File: config.mk
export PLATFORM = sky130hd
export DESIGN_NAME = i2c_fifo_master_tx
export DESIGN_NICKNAME = d
export VERILOG_FILES = /design/src/rtl/i2c_pkg.sv /design/src/rtl/i2c_phase_gen.sv /design/src/rtl/i2c_fifo_master_tx.sv
export SDC_FILE = /design/constraint.sdc
export NUM_CORES = 1
export LEC_CHECK = 0
export CAP_MARGIN = 20
export CORE_UTILIZATION = 45
export CTS_CLUSTER_DIAMETER = 40
export DETAILED_ROUTE_END_ITERATION = 10
export HOLD_SLACK_MARGIN = 0.03
export PLACE_DENSITY = 0.72
export SYNTH_ARGS = -nofsm -noshare
export SYNTH_HDL_FRONTEND = slang
export SYNTH_SLANG_ARGS = --single-unit
File: constraint.sdc
create_clock -name rd_clk -period 2.79 [get_ports rd_clk]
set_clock_uncertainty 0.15 [all_clocks]
set_input_delay 0.837 -clock rd_clk [delete_from_list [all_inputs] [get_ports rd_clk]]
set_output_delay 0.837 -clock rd_clk [all_outputs]
set_load 0.02 [all_outputs]
File: src/rtl/i2c_pkg.sv
`default_nettype none
// +----------------------------------------------------------------------------+
// | Package     : i2c_pkg                                                      |
// | Description : Shared types and constants for the FIFO-fed I2C write        |
// |               master: controller state encoding, SCL quarter-phase         |
// |               encoding and the R/W bit value for a write.                  |
// | Revision    : 1.0 - initial release                                        |
// +----------------------------------------------------------------------------+
package i2c_pkg;

   // Controller states. POP is the only state with no bus timing (SCL held low).
   typedef enum logic [2:0] {
      ST_IDLE     = 3'd0,
      ST_START    = 3'd1,
      ST_ADDR     = 3'd2,
      ST_ADDR_ACK = 3'd3,
      ST_POP      = 3'd4,
      ST_DATA     = 3'd5,
      ST_DATA_ACK = 3'd6,
      ST_STOP     = 3'd7
   } state_t;

   // Quarter-period phase within one SCL bit slot.
   localparam logic [1:0] PH_Q0 = 2'd0;
   localparam logic [1:0] PH_Q1 = 2'd1;
   localparam logic [1:0] PH_Q2 = 2'd2;
   localparam logic [1:0] PH_Q3 = 2'd3;

   // R/W bit appended to the 7-bit address; this master only writes.
   localparam logic I2C_WRITE = 1'b0;

endpackage : i2c_pkg
`default_nettype wire

File: src/rtl/i2c_phase_gen.sv
`default_nettype none
// +----------------------------------------------------------------------------+
// | Module      : i2c_phase_gen                                                |
// | Description : Quarter-period tick generator for SCL timing. While en is   |
// |               high a tick is produced on the last clock of every CLK_DIV  |
// |               clock quarter, and phase steps q0..q3. While en is low the  |
// |               divider and phase hold at zero so every enable starts a     |
// |               fresh, full-length q0.                                       |
// | Ports       : clk   - clock                                                |
// |               rst   - synchronous active-high reset                        |
// |               en    - run the divider                                      |
// |               tick  - last cycle of the current quarter                    |
// |               phase - current quarter (q0..q3)                             |
// | Revision    : 1.0 - initial release                                        |
// +----------------------------------------------------------------------------+
module i2c_phase_gen
   import i2c_pkg::*;
#(
   parameter int unsigned CLK_DIV = 4
) (
   input  logic       clk,
   input  logic       rst,
   input  logic       en,
   output logic       tick,
   output logic [1:0] phase
);

   localparam int unsigned      CNT_W    = 10;
   localparam logic [CNT_W-1:0] CNT_LAST = CNT_W'(CLK_DIV - 1);

   logic [CNT_W-1:0] cnt_q, cnt_d;
   logic [1:0]       phase_q, phase_d;
   logic             tick_w;

   always_comb begin
      tick_w  = en && (cnt_q == CNT_LAST);
      cnt_d   = cnt_q;
      phase_d = phase_q;
      if (!en) begin
         cnt_d   = '0;
         phase_d = PH_Q0;
      end else if (tick_w) begin
         cnt_d   = '0;
         phase_d = phase_q + 2'd1;
      end else begin
         cnt_d   = cnt_q + CNT_W'(1);
      end
   end

   always_ff @(posedge clk) begin
      if (rst) begin
         cnt_q   <= '0;
         phase_q <= PH_Q0;
      end else begin
         cnt_q   <= cnt_d;
         phase_q <= phase_d;
      end
   end

   assign tick  = tick_w;
   assign phase = phase_q;

endmodule : i2c_phase_gen
`default_nettype wire

File: src/rtl/i2c_fifo_master_tx.sv
`default_nettype none
// +----------------------------------------------------------------------------+
// | Module      : i2c_fifo_master_tx                                           |
// | Description : I2C write master that drains a FIFO. When the FIFO becomes  |
// |               non-empty it issues START, the target address with W=0,     |
// |               then pops and sends bytes while the target ACKs and the     |
// |               FIFO has data, and ends with STOP. A NACK ends the          |
// |               transfer and latches nack_err, which blocks new transfers   |
// |               until reset.                                                 |
// | Ports       : rd_clk   - clock            rd_rst   - sync reset, act-high |
// |               rd_data  - FIFO data (valid the cycle after rd_en)          |
// |               rd_empty - FIFO empty        rd_en    - FIFO pop strobe      |
// |               scl_o    - SCL (1 = release) sda_o    - SDA (1 = release)    |
// |               sda_i    - SDA line sample (asynchronous)                   |
// |               busy     - transfer active  done     - STOP complete pulse  |
// |               nack_err - sticky NACK flag                                  |
// | Revision    : 1.0 - initial release                                        |
// +----------------------------------------------------------------------------+
module i2c_fifo_master_tx
   import i2c_pkg::*;
#(
   parameter int unsigned CLK_DIV  = 4,
   parameter logic [6:0]  TGT_ADDR = 7'h50
) (
   input  logic       rd_clk,
   input  logic       rd_rst,
   input  logic [7:0] rd_data,
   input  logic       rd_empty,
   output logic       rd_en,
   output logic       scl_o,
   output logic       sda_o,
   input  logic       sda_i,
   output logic       busy,
   output logic       done,
   output logic       nack_err
);

   state_t     state_q, state_d;
   logic [7:0] shift_q, shift_d;
   logic [2:0] bit_cnt_q, bit_cnt_d;
   logic       pop_first_q, pop_first_d;
   logic       nack_seen_q, nack_seen_d;
   logic       nack_err_q, nack_err_d;
   logic       done_q, done_d;
   logic       scl_q, scl_d;
   logic       sda_q, sda_d;
   logic       sda_s1_q, sda_s2_q;

   logic       ph_en;
   logic       tick;
   logic [1:0] phase;
   logic       q2_end, q3_end;

   // POP has no bus timing; holding the divider there makes DATA start on a full q0.
   assign ph_en = (state_q != ST_IDLE) && (state_q != ST_POP);

   i2c_phase_gen #(
      .CLK_DIV (CLK_DIV)
   ) u_phase_gen (
      .clk   (rd_clk),
      .rst   (rd_rst),
      .en    (ph_en),
      .tick  (tick),
      .phase (phase)
   );

   always_comb begin
      state_d     = state_q;
      shift_d     = shift_q;
      bit_cnt_d   = bit_cnt_q;
      pop_first_d = pop_first_q;
      nack_seen_d = nack_seen_q;
      nack_err_d  = nack_err_q;
      done_d      = 1'b0;
      rd_en       = 1'b0;
      scl_d       = 1'b1;
      sda_d       = 1'b1;
      q2_end      = tick && (phase == PH_Q2);
      q3_end      = tick && (phase == PH_Q3);

      unique case (state_q)
         ST_IDLE: begin
            if (!rd_empty && !nack_err_q) begin
               state_d    = ST_START;
               shift_d    = {TGT_ADDR, I2C_WRITE};
               bit_cnt_d  = 3'd7;
               nack_err_d = 1'b0;
            end
         end

         ST_START: begin
            unique case (phase)
               PH_Q0:   begin scl_d = 1'b1; sda_d = 1'b1; end
               PH_Q1:   begin scl_d = 1'b1; sda_d = 1'b0; end
               PH_Q2:   begin scl_d = 1'b1; sda_d = 1'b0; end
               default: begin scl_d = 1'b0; sda_d = 1'b0; end
            endcase
            if (q3_end) state_d = ST_ADDR;
         end

         ST_ADDR, ST_DATA: begin
            // Shift register only moves at the q3->q0 boundary, so SDA changes in q0 only.
            scl_d = phase[1];
            sda_d = shift_q[7];
            if (q3_end) begin
               if (bit_cnt_q == 3'd0) begin
                  state_d = (state_q == ST_ADDR) ? ST_ADDR_ACK : ST_DATA_ACK;
               end else begin
                  shift_d   = {shift_q[6:0], 1'b0};
                  bit_cnt_d = bit_cnt_q - 3'd1;
               end
            end
         end

         ST_ADDR_ACK, ST_DATA_ACK: begin
            scl_d = phase[1];
            sda_d = 1'b1;
            if (q2_end) nack_seen_d = sda_s2_q;
            if (q3_end) begin
               if (nack_seen_q) begin
                  nack_err_d = 1'b1;
                  state_d    = ST_STOP;
               end else if (!rd_empty) begin
                  pop_first_d = 1'b1;
                  state_d     = ST_POP;
               end else begin
                  state_d = ST_STOP;
               end
            end
         end

         ST_POP: begin
            // Cycle 1 pops, cycle 2 captures the read data.
            scl_d = 1'b0;
            sda_d = 1'b1;
            if (pop_first_q) begin
               pop_first_d = 1'b0;
               if (rd_empty) begin
                  state_d = ST_STOP;
               end else begin
                  rd_en = 1'b1;
               end
            end else begin
               shift_d   = rd_data;
               bit_cnt_d = 3'd7;
               state_d   = ST_DATA;
            end
         end

         ST_STOP: begin
            unique case (phase)
               PH_Q0:   begin scl_d = 1'b0; sda_d = 1'b0; end
               PH_Q1:   begin scl_d = 1'b1; sda_d = 1'b0; end
               PH_Q2:   begin scl_d = 1'b1; sda_d = 1'b1; end
               default: begin scl_d = 1'b1; sda_d = 1'b1; end
            endcase
            if (q3_end) begin
               done_d  = 1'b1;
               state_d = ST_IDLE;
            end
         end

         default: state_d = ST_IDLE;
      endcase
   end

   always_ff @(posedge rd_clk) begin
      if (rd_rst) begin
         state_q     <= ST_IDLE;
         shift_q     <= '0;
         bit_cnt_q   <= '0;
         pop_first_q <= 1'b0;
         nack_seen_q <= 1'b0;
         nack_err_q  <= 1'b0;
         done_q      <= 1'b0;
         scl_q       <= 1'b1;
         sda_q       <= 1'b1;
         sda_s1_q    <= 1'b1;
         sda_s2_q    <= 1'b1;
      end else begin
         state_q     <= state_d;
         shift_q     <= shift_d;
         bit_cnt_q   <= bit_cnt_d;
         pop_first_q <= pop_first_d;
         nack_seen_q <= nack_seen_d;
         nack_err_q  <= nack_err_d;
         done_q      <= done_d;
         scl_q       <= scl_d;
         sda_q       <= sda_d;
         sda_s1_q    <= sda_i;
         sda_s2_q    <= sda_s1_q;
      end
   end

   assign scl_o    = scl_q;
   assign sda_o    = sda_q;
   assign busy     = (state_q != ST_IDLE);
   assign done     = done_q;
   assign nack_err = nack_err_q;

endmodule : i2c_fifo_master_tx
`default_nettype wire

[Yosys cells after proc, flatten, opt, wreduce, memory -nomap -nowiden]
Index checks and enable logic that the tools add are counted.
Operators by class
  shift-type cells: 0
  add/subtract/negate cells: 3
  div/mod/pow operators: 0
  magnitude comparators: 0
  muxes and demuxes: 40
  equality and inequality tests: 24
  bitwise operators: 2
  $mul: 0
  reductions and logical operators: 27
Operators by type and width (number)
  2-to-1 mux 3 bit: 13
  2-to-1 mux 8 bit: 4
  case mux 8 bit (3 select lines): 1
  inequality test 2 bit (second input constant): 11
  case mux 3 bit (6 select lines): 1
  2-to-1 mux 1 bit: 14
  equality test 3 bit (second input constant): 4
  adder 10 x 1 -> 10 bit (second input constant): 1
  equality test 10 x 2 -> 1 bit (second input constant): 1
  OR reduction 2 bit: 5
  case mux 3 bit (3 select lines): 1
  AND reduction 4 bit: 2
  AND reduction 7 bit: 1
  equality test 3 x 2 -> 1 bit (second input constant): 2
  logical NOT 3 bit: 2
  inequality test 3 bit (second input constant): 2
  nonzero test 3 bit: 2
  OR reduction 3 bit: 2
  logical AND 1 bit: 5
  AND reduction 5 bit: 1
  equality test 2 bit (second input constant): 2
  2-to-1 mux 2 bit: 2
  case mux 1 bit (2 select lines): 2
  case mux 1 bit (4 select lines): 1
  other kinds (11): 14
Word-level totals
  word-level logic and storage cells: 109
  latch bits: 0
  memories: 0
  bits of input ports: 12
  output and inout bits: 6
  register bits after elaboration: 34
  bits in writable memories: 0
  ROM bits: 0

[Longest topological paths before layout]
Gate-level depths: netlist of run 1.
  depth in word-level cells: 6
  mapped depth: 7
  gate-level depth less buffers: 7

[Cells and area by module]
Synthesis of run 1 repeated with hierarchy kept, for this count alone.
Unflattened totals
  cells, all modules: 210
  area, all modules: 1794.2 um2
Modules (own cells, without submodules)
  i2c_fifo_master_tx: area an instance 1226.2 um2, cells an instance 147, sequential area each 440.4 um2, instances 1
  i2c_phase_gen: area an instance 568.0 um2, cells an instance 63, sequential area each 240.2 um2, instances 1

[Least setup slack after synthesis of run 1]
OpenSTA, ideal clock, no wires.
  path type: input -> output
  from: input rd_empty
  to: output rd_en
  cell stages on the path: 2
  arrival time: 1221 ps
  buffers on the path: 0
  data required time: 1803 ps
  setup slack: 582 ps
  cells stage by stage: nor2b_1 > and3_1
Between the ends
  cells in the longest elaborated chain, start to end: 3
RTL lines
  start: declaration: line i2c_fifo_master_tx.sv:28  | input logic rd_empty,
  2-to-1 mux 1 bit: line i2c_fifo_master_tx.sv:138  | if (rd_empty) begin
  2-to-1 mux 1 bit: line i2c_fifo_master_tx.sv:136  | if (pop_first_q) begin
  2-to-1 mux 1 bit: line i2c_fifo_master_tx.sv:81  | unique case (state_q)
  end: declaration: line i2c_fifo_master_tx.sv:29  | output logic rd_en,
Every way passes these cells.

[Worst setup path in the final report of run 1]
Same ends and word-level chain as after synthesis.

==> metrics.md, run 1 <==
| Metric | Value |
|---|---|
| Outcome | finished clean |
| Root Buffer | clkbuf_8 |
| Routed vias | 1501 |
| Type of origin of the critical path | primary input |
| H-tree level count | 2 |
| GP Congestion | 0.7857 |
| Fillers | 371 |
| Top cell type by total area after synthesis | dfxtp_1 |
| Setup crit start | rd_empty |
| Top_reg_cell synth | dfxtp_1 |
| Synthesis-to-layout area growth | 17.43% |
| WL/cell | 13.81 um |
| Top-count cell post-synth | dfxtp_1 |
| Core area | 0.004000 mm2 |
| Starting Density | 0.4701 |
| Total grt overflow | 0 |
| Sequential area share after synthesis | 0.3619 |
| Pwr/cell area | 754.1 mW/mm2 |
| Crit path time final | 2.719 ns |
| Non-filler instance count after layout | 279 |
| Share of cells above drive strength 1 | 0.1659 |
| RSZ-0062 raised after global routing | no |
| Chip width | 66.65 um |
| Worst Path Max Fanout | 2 |
| Die area | 0.004442 mm2 |
| CTS tree | built |
| Post-synth top cells | 34 x dfxtp_1, 19 x nor2_1, 15 x nand2_1, 9 x inv_1, 9 x mux2i_1 |
| Sw power | 0.6014 mW |
| Routed WL | 3854 um |
| Mapped cell area | 0.001881 mm2 |
| Pre-CTS setup slack | -0.4080 ns |
| Largest net degree at the start of global routing | 19 |
| Synth top area cells | dfxtp_1 36%, ha_1 5.3%, mux2i_1 4.8% |
| Min-Delay Path Class | reg2reg |
| Clock Power Share | 0.229 |
| IO Port Bufs | 17 |
| Slew Limit Fails | 0 |
| Yosys top cell area share | 0.3619 |
| Drt via density | 5.380 |
| Final core area utilization | 0.5521 |
| Worst Tran Pin Value | 0.6191 ns |
| Setup CP Type | in2out |
| Synthesized net count | 228 |
| DRT iter0 DRCs | 47 |
| Synth cell types | 53 |
| Comb pwr share | 0.418 |
| CP endpoint kind | primary output |
| # DRC | 0 |
| Finish-stage setup viols | 0 |
| Worst r2r src | state_q[1] |
| Setup ws final | 0.07098 ns |
| Chip height | 66.65 um |
| Min-Delay Startpoint | sda_s1_q |
| Initial antenna violation count | 0 |
| Static Leakage | 0.8361 nW |
| Yosys warning total | 0 |
| IR drop worst, VDD | 492.5 uV |
| Final hold viol count | 0 |
| Maxcap violations | 0 |
| Inserted Clock Buffers | 5 |
| CP Data Arrival Time | 1.73 ns |
| Cell-internal power | 1.064 mW |
| Nets | 248 |
| CTS max path bufs | 2 |
| Sw Ratio | 0.3611 |
| Slew HR | 0.5864 |
| DP HPWL | 2790 um |
| Antenna cell count | 0 |
| Num rows | 23 |
| Synthesized instance count | 208 |
| Period utilization | 0.9746 |
| Req. time, crit path | 1.80 ns |
| First-pass GRT wire length | 6361 um |
| Clock sinks | 34 |
| Clock Latency Late Sink | 0.28 ns |
| Post-synth EDFFs | 0 |
| Vias in the first global route | 1367 |
| Power Total | 1.665 mW |
| Flop pwr share | 0.353 |
| # IOs | 18 |
| Setup TNS | 0 ns |
| Achievable frequency | 367.8 MHz |
| Yosys reg bits | 34 |
| Drt pass-1 iters | 4 |
| Cells after DPL | 271 |
| Async set-or-reset flop fraction in the synthesized netlist | 0 |
| GRT Util Overall | 0.1936 |
| Reg clk slew, reported paths | 0.07 ns |
| Syn_area_per_cell | 9.041 um2 |
| Post-detailed-route count of antenna-violating nets | 0 |
## metal layers
metal	vias to the layer above	GRT usage	routed length (um)
li1	778	-	-
met1	700	0.2539	1940
met2	16	0.2955	1739
met3	7	0.04623	99
met4	0	0.09043	74
met5	-	0	0
## final timing paths
path	slack [ns]	depth (start not counted)	to
max	0.07	4	rd_en
min	0.27	1	sda_s2_q
min reg2reg	0.27	1	sda_s2_q
max reg2reg	0.54	5	shift_q[1]
## critical path: stages
cell and delay, ns:
clkdlybuf4s50_1 0.44, nor2b_2 0.15, and3_1 0.15, buf_2 0.16
## timing repair
action                                  CTS  global route
resized for setup                         5             0
buffers inserted                          0             0
hold buffers                              0             0
endpoints found under the setup margin    1             0
endpoints found under the hold margin     0             0
## cell type report
cell class	instances	area, um2	share of cell area
inverter	9	33.78	0.01530
clock buffer	6	82.58	0.03739
timing repair buffer	27	240.2	0.1088
clock inverter	2	12.51	0.005666
tap	50	62.56	0.02833
multi-input combinational	151	1096	0.4963
sequential	34	680.7	0.3082
## placed cells by master, fill, tap and decap left out, types with 2 or more instances in the layout
master,netlist,final
dfxtp_1,34,34
nor2_1,19,19
clkdlybuf4s50_1,0,16
nand2_1,15,15
buf_4,2,10
inv_1,9,9
mux2i_1,9,9
ha_1,8,8
o21ai_0,7,7
xnor2_1,7,7
nor2b_1,7,6
nor3_1,6,6
clkbuf_8,0,6
nand4_1,5,5
nand3_1,5,5
a2bb2oi_1,4,4
a21oi_1,4,4
and3_1,3,3
and2_1,3,3
mux2_4,3,3
xor2_1,3,3
nand2b_1,2,2
nor3b_1,2,2
or3_1,2,2
a21boi_0,2,2
a221oi_2,2,2
o221ai_1,2,2
a31o_2,2,2
a31oi_1,2,2
mux2_2,2,2
o211ai_1,2,2
o311ai_0,2,2
a211o_1,2,2
or2_2,2,2
## cells by family (layout without fill, tap and decap cells)
| family | count (synthesis) | count (layout) | synth area share |
|---|---|---|---|
| flip-flops | 34 | 34 | 0.3619 |
| AND/OR/NAND/NOR | 80 | 80 | 0.2329 |
| adder cells (fa/ha/maj) | 8 | 8 | 0.05323 |
| AO/OA/AOI/OAI | 39 | 39 | 0.1650 |
| buffers and inverters | 23 | 44 | 0.05655 |
| XOR/XNOR | 10 | 10 | 0.04658 |
| multiplexers | 14 | 14 | 0.08383 |
## power by group through the flow
stage	Clock (mW)	Sequential [mW]	Combinational, mW
after floorplan	0	0.591	0.518
after global placement	0	0.596	0.681
after detailed placement	0	0.597	0.694
after CTS	0.390	0.587	0.697
after global routing	0.412	0.596	0.753
final	0.381	0.588	0.696
## sequential cells by signal, summed over array words and instances, names as in the netlist
name               cells
state_q                3
sda_o                  1
scl_o                  1
sda_s1_q               1
pop_first_q            1
nack_seen_q            1
done                   1
u_phase_gen.phase      2
sda_s2_q               1
nack_err               1
shift_q                8
u_phase_gen.cnt_q     10
bit_cnt_q              3
## metrics by stage
step | area, um2 | hold WS [ns]
3_3_place_gp | 2116 | 0.2638
5_1_grt | 2208 | 0.2907
3_5_place_dp | 2116 | 0.2604
2_1_floorplan | 1881 | 0.2395
6_report | 2208 | 0.2736
4_1_cts | 2208 | 0.2775
(Power assumes the default switching activity.)
==> run 2: changes to the inputs <==
--- a/config.mk
+++ b/config.mk
@@ -6,11 +6,11 @@
 export NUM_CORES = 1
 export LEC_CHECK = 0
 export CAP_MARGIN = 20
-export CORE_UTILIZATION = 45
+export CORE_UTILIZATION = 55
 export CTS_CLUSTER_DIAMETER = 40
 export DETAILED_ROUTE_END_ITERATION = 10
 export HOLD_SLACK_MARGIN = 0.03
-export PLACE_DENSITY = 0.72
+export PLACE_DENSITY = 0.84
 export SYNTH_ARGS = -nofsm -noshare
 export SYNTH_HDL_FRONTEND = slang
 export SYNTH_SLANG_ARGS = --single-unit
==> constraint.sdc (replaced) <==
create_clock -name rd_clk -period 2.6 [get_ports rd_clk]
set_clock_uncertainty 0.15 [all_clocks]
set_input_delay 0.78 -clock rd_clk [delete_from_list [all_inputs] [get_ports rd_clk]]
set_output_delay 0.78 -clock rd_clk [all_outputs]
set_load 0.02 [all_outputs]
==> run 2 against run 1 <==
Effect of this change: via count rose by 2.1%; sequential power rose by 4.9%; sequential share of layout area rose by 0.30 points; sequential cell count did not move; global-route usage rose by 3.7 points; highest routed layer unchanged.
==> metrics.md, run 2 (synthesis gave the netlist of run 1 again) <==
| Metric | Value |
|---|---|
| Outcome | finished clean |
| DP HPWL | 2645 um |
| Sw power | 0.6161 mW |
| Worst R2R End | bit_cnt_q[2] |
| # IOs | 18 |
| R2R depth | 6 |
| Commonest cells after routing, fill and taps aside | 33 x dfxtp_1, 19 x nor2_1, 15 x nand2_1, 15 x clkdlybuf4s50_1, 10 x buf_4 |
| CTS tree | built |
| Root Buffer | clkbuf_4 |
| Drt pass-1 iters | 4 |
| Min-Delay Path Class | reg2reg |
| RSZ-0062 raised after global routing | no |
| Clock Power Share | 0.207 |
| Worst Tran Pin Value | 0.7028 ns |
| First-pass GRT wire length | 6203 um |
| Routed WL | 3663 um |
| Hold Path Sink | sda_s2_q |
| Clock Latency Late Sink | 0.33 ns |
| Total grt overflow | 0 |
| GRT Util Overall | 0.2307 |
| Post-detailed-route count of antenna-violating nets | 0 |
| Nets | 248 |
| Crit path time final | 2.558 ns |
| Worst Path Max Fanout | 5 |
| Die area | 0.003657 mm2 |
| Cell count of the worst hold path | 1 |
| Chip width | 60.48 um |
| Largest registers | u_phase_gen.cnt_q x10, shift_q x8 |
| Cell-internal power | 1.111 mW |
| Period utilization | 0.9839 |
| Drt via density | 5.612 |
| Power Total | 1.727 mW |
| Starting Density | 0.5964 |
| CP Data Arrival Time | 1.63 ns |
| Finish-stage setup viols | 0 |
| # DRC | 0 |
| Static Leakage | 0.8341 nW |
| Pwr/cell area | 788.4 mW/mm2 |
| Flop pwr share | 0.357 |
| Reg clk slew, reported paths | 0.10 ns |
| Most common cell after layout, fill and taps aside | dfxtp_1 |
| Fillers | 265 |
| Req. time, crit path | 1.67 ns |
| Slew HR | 0.5305 |
| Chip height | 60.48 um |
| Core area | 0.003153 mm2 |
| Pre-CTS setup slack | -0.5391 ns |
| Setup bufs post-CTS | 0 |
| Min-Delay Startpoint | sda_s1_q |
| Final hold viol count | 0 |
| Comb pwr share | 0.436 |
| Antenna cell count | 0 |
| Sw Ratio | 0.3567 |
| Synthesis-to-layout area growth | 16.50% |
| Max FFs per register | 10 |
| Vias in the first global route | 1395 |
| Setup ws final | 0.04196 ns |
| Largest net degree at the start of global routing | 23 |
| Inserted Clock Buffers | 5 |
| WL/cell | 13.42 um |
| Maxcap violations | 0 |
| GP Congestion | 0.9021 |
| Type of origin of the critical path | primary input |
| Reg-to-reg setup timing slack | 0.33 ns |
| Routed vias | 1532 |
| Top reg by flops | u_phase_gen.cnt_q |
| Share of cells above drive strength 1 | 0.1703 |
| Worst r2r src | u_phase_gen.cnt_q[0] |
| DRT iter0 DRCs | 58 |
| Initial antenna violation count | 0 |
| Setup CP Type | in2out |
| Num rows | 20 |
| CTS max path bufs | 2 |
| H-tree level count | 2 |
| Clock sinks | 34 |
| CP endpoint kind | primary output |
| IO Port Bufs | 17 |
| Slew Limit Fails | 0 |
| Achievable frequency | 390.9 MHz |
| IR drop worst, VDD | 533.9 uV |
==> run 2: cell types whose count changed in the layout (fill, tap and decap cells not counted), sizes merged <==
cell,change
buf,-1
clkbuf,+2
clkdlybuf4s15,+1
clkdlybuf4s50,-1
clkinv,-1
clkinvlp,-1
dlygate4sd2,+1
==> run 2: metal layers <==
layer | up-vias | global-route usage | routed length (um)
met4 | 0 | 0.1071 | 83
met1 | 716 | 0.2999 | 1705
met5 | - | 0 | 0
met3 | 11 | 0.06183 | 170
li1 | 771 | - | -
met2 | 34 | 0.3579 | 1703
==> run 2: what timing repair did <==
item / 4_1_cts / 5_1_grt
hold buffers: 0 / 0
endpoints found under the setup margin: 2 / 1
resized for setup: 5 / 1
==> run 2: worst max path at each step <==
| stage | startpoint | to | slack (ns) | cells past startpoint |
|---|---|---|---|---|
| global placement | rd_empty | rd_en | -0.55 | 4 |
| floorplan | rd_empty | shift_q[2] | 0.49 | 5 |
| CTS | rd_empty | rd_en | 0.005 | 4 |
| global route | rd_empty | rd_en | 0.01 | 4 |
| finish | rd_empty | rd_en | 0.04 | 4 |
| detailed placement | rd_empty | rd_en | -0.54 | 4 |
==> run 2: power groups by stage <==
stage	logic, mW	registers, mW	clock network (mW)
after CTS	0.753	0.617	0.367
after global placement	0.739	0.626	0
final	0.753	0.617	0.357
after global routing	0.815	0.626	0.390
after detailed placement	0.748	0.629	0
after floorplan	0.556	0.634	0
==> run 2: layout make-up <==
| class | count | area, um2 | share of cell area |
|---|---|---|---|
| clock buffer | 8 | 78.83 | 0.03598 |
| inverter | 9 | 33.78 | 0.01542 |
| multi-input combinational | 151 | 1096 | 0.5003 |
| tap | 44 | 55.05 | 0.02513 |
| sequential | 34 | 681.9 | 0.3113 |
| timing repair buffer | 27 | 245.2 | 0.1119 |
==> run 2: through the flow <==
step / util / hold WS [ns] / instances / cell area [um2] / TNS [ns]
final: 0.6948 / 0.2745 / 273 / 2191 / 0
after global routing: 0.6948 / 0.3026 / 273 / 2191 / 0
after CTS: 0.6940 / 0.2793 / 273 / 2188 / 0
after detailed placement: 0.6687 / 0.2534 / 265 / 2108 / -1.174
after global placement: 0.6687 / 0.2448 / 265 / 2108 / -0.9147
after floorplan: - / 0.2395 / 208 / 1881 / 0
==> run 2: worst max-delay path: stages <==
cell             delay (ns)
dlygate4sd2_1          0.28
nor2b_2                0.14
and3_1                 0.17
clkdlybuf4s15_2        0.25
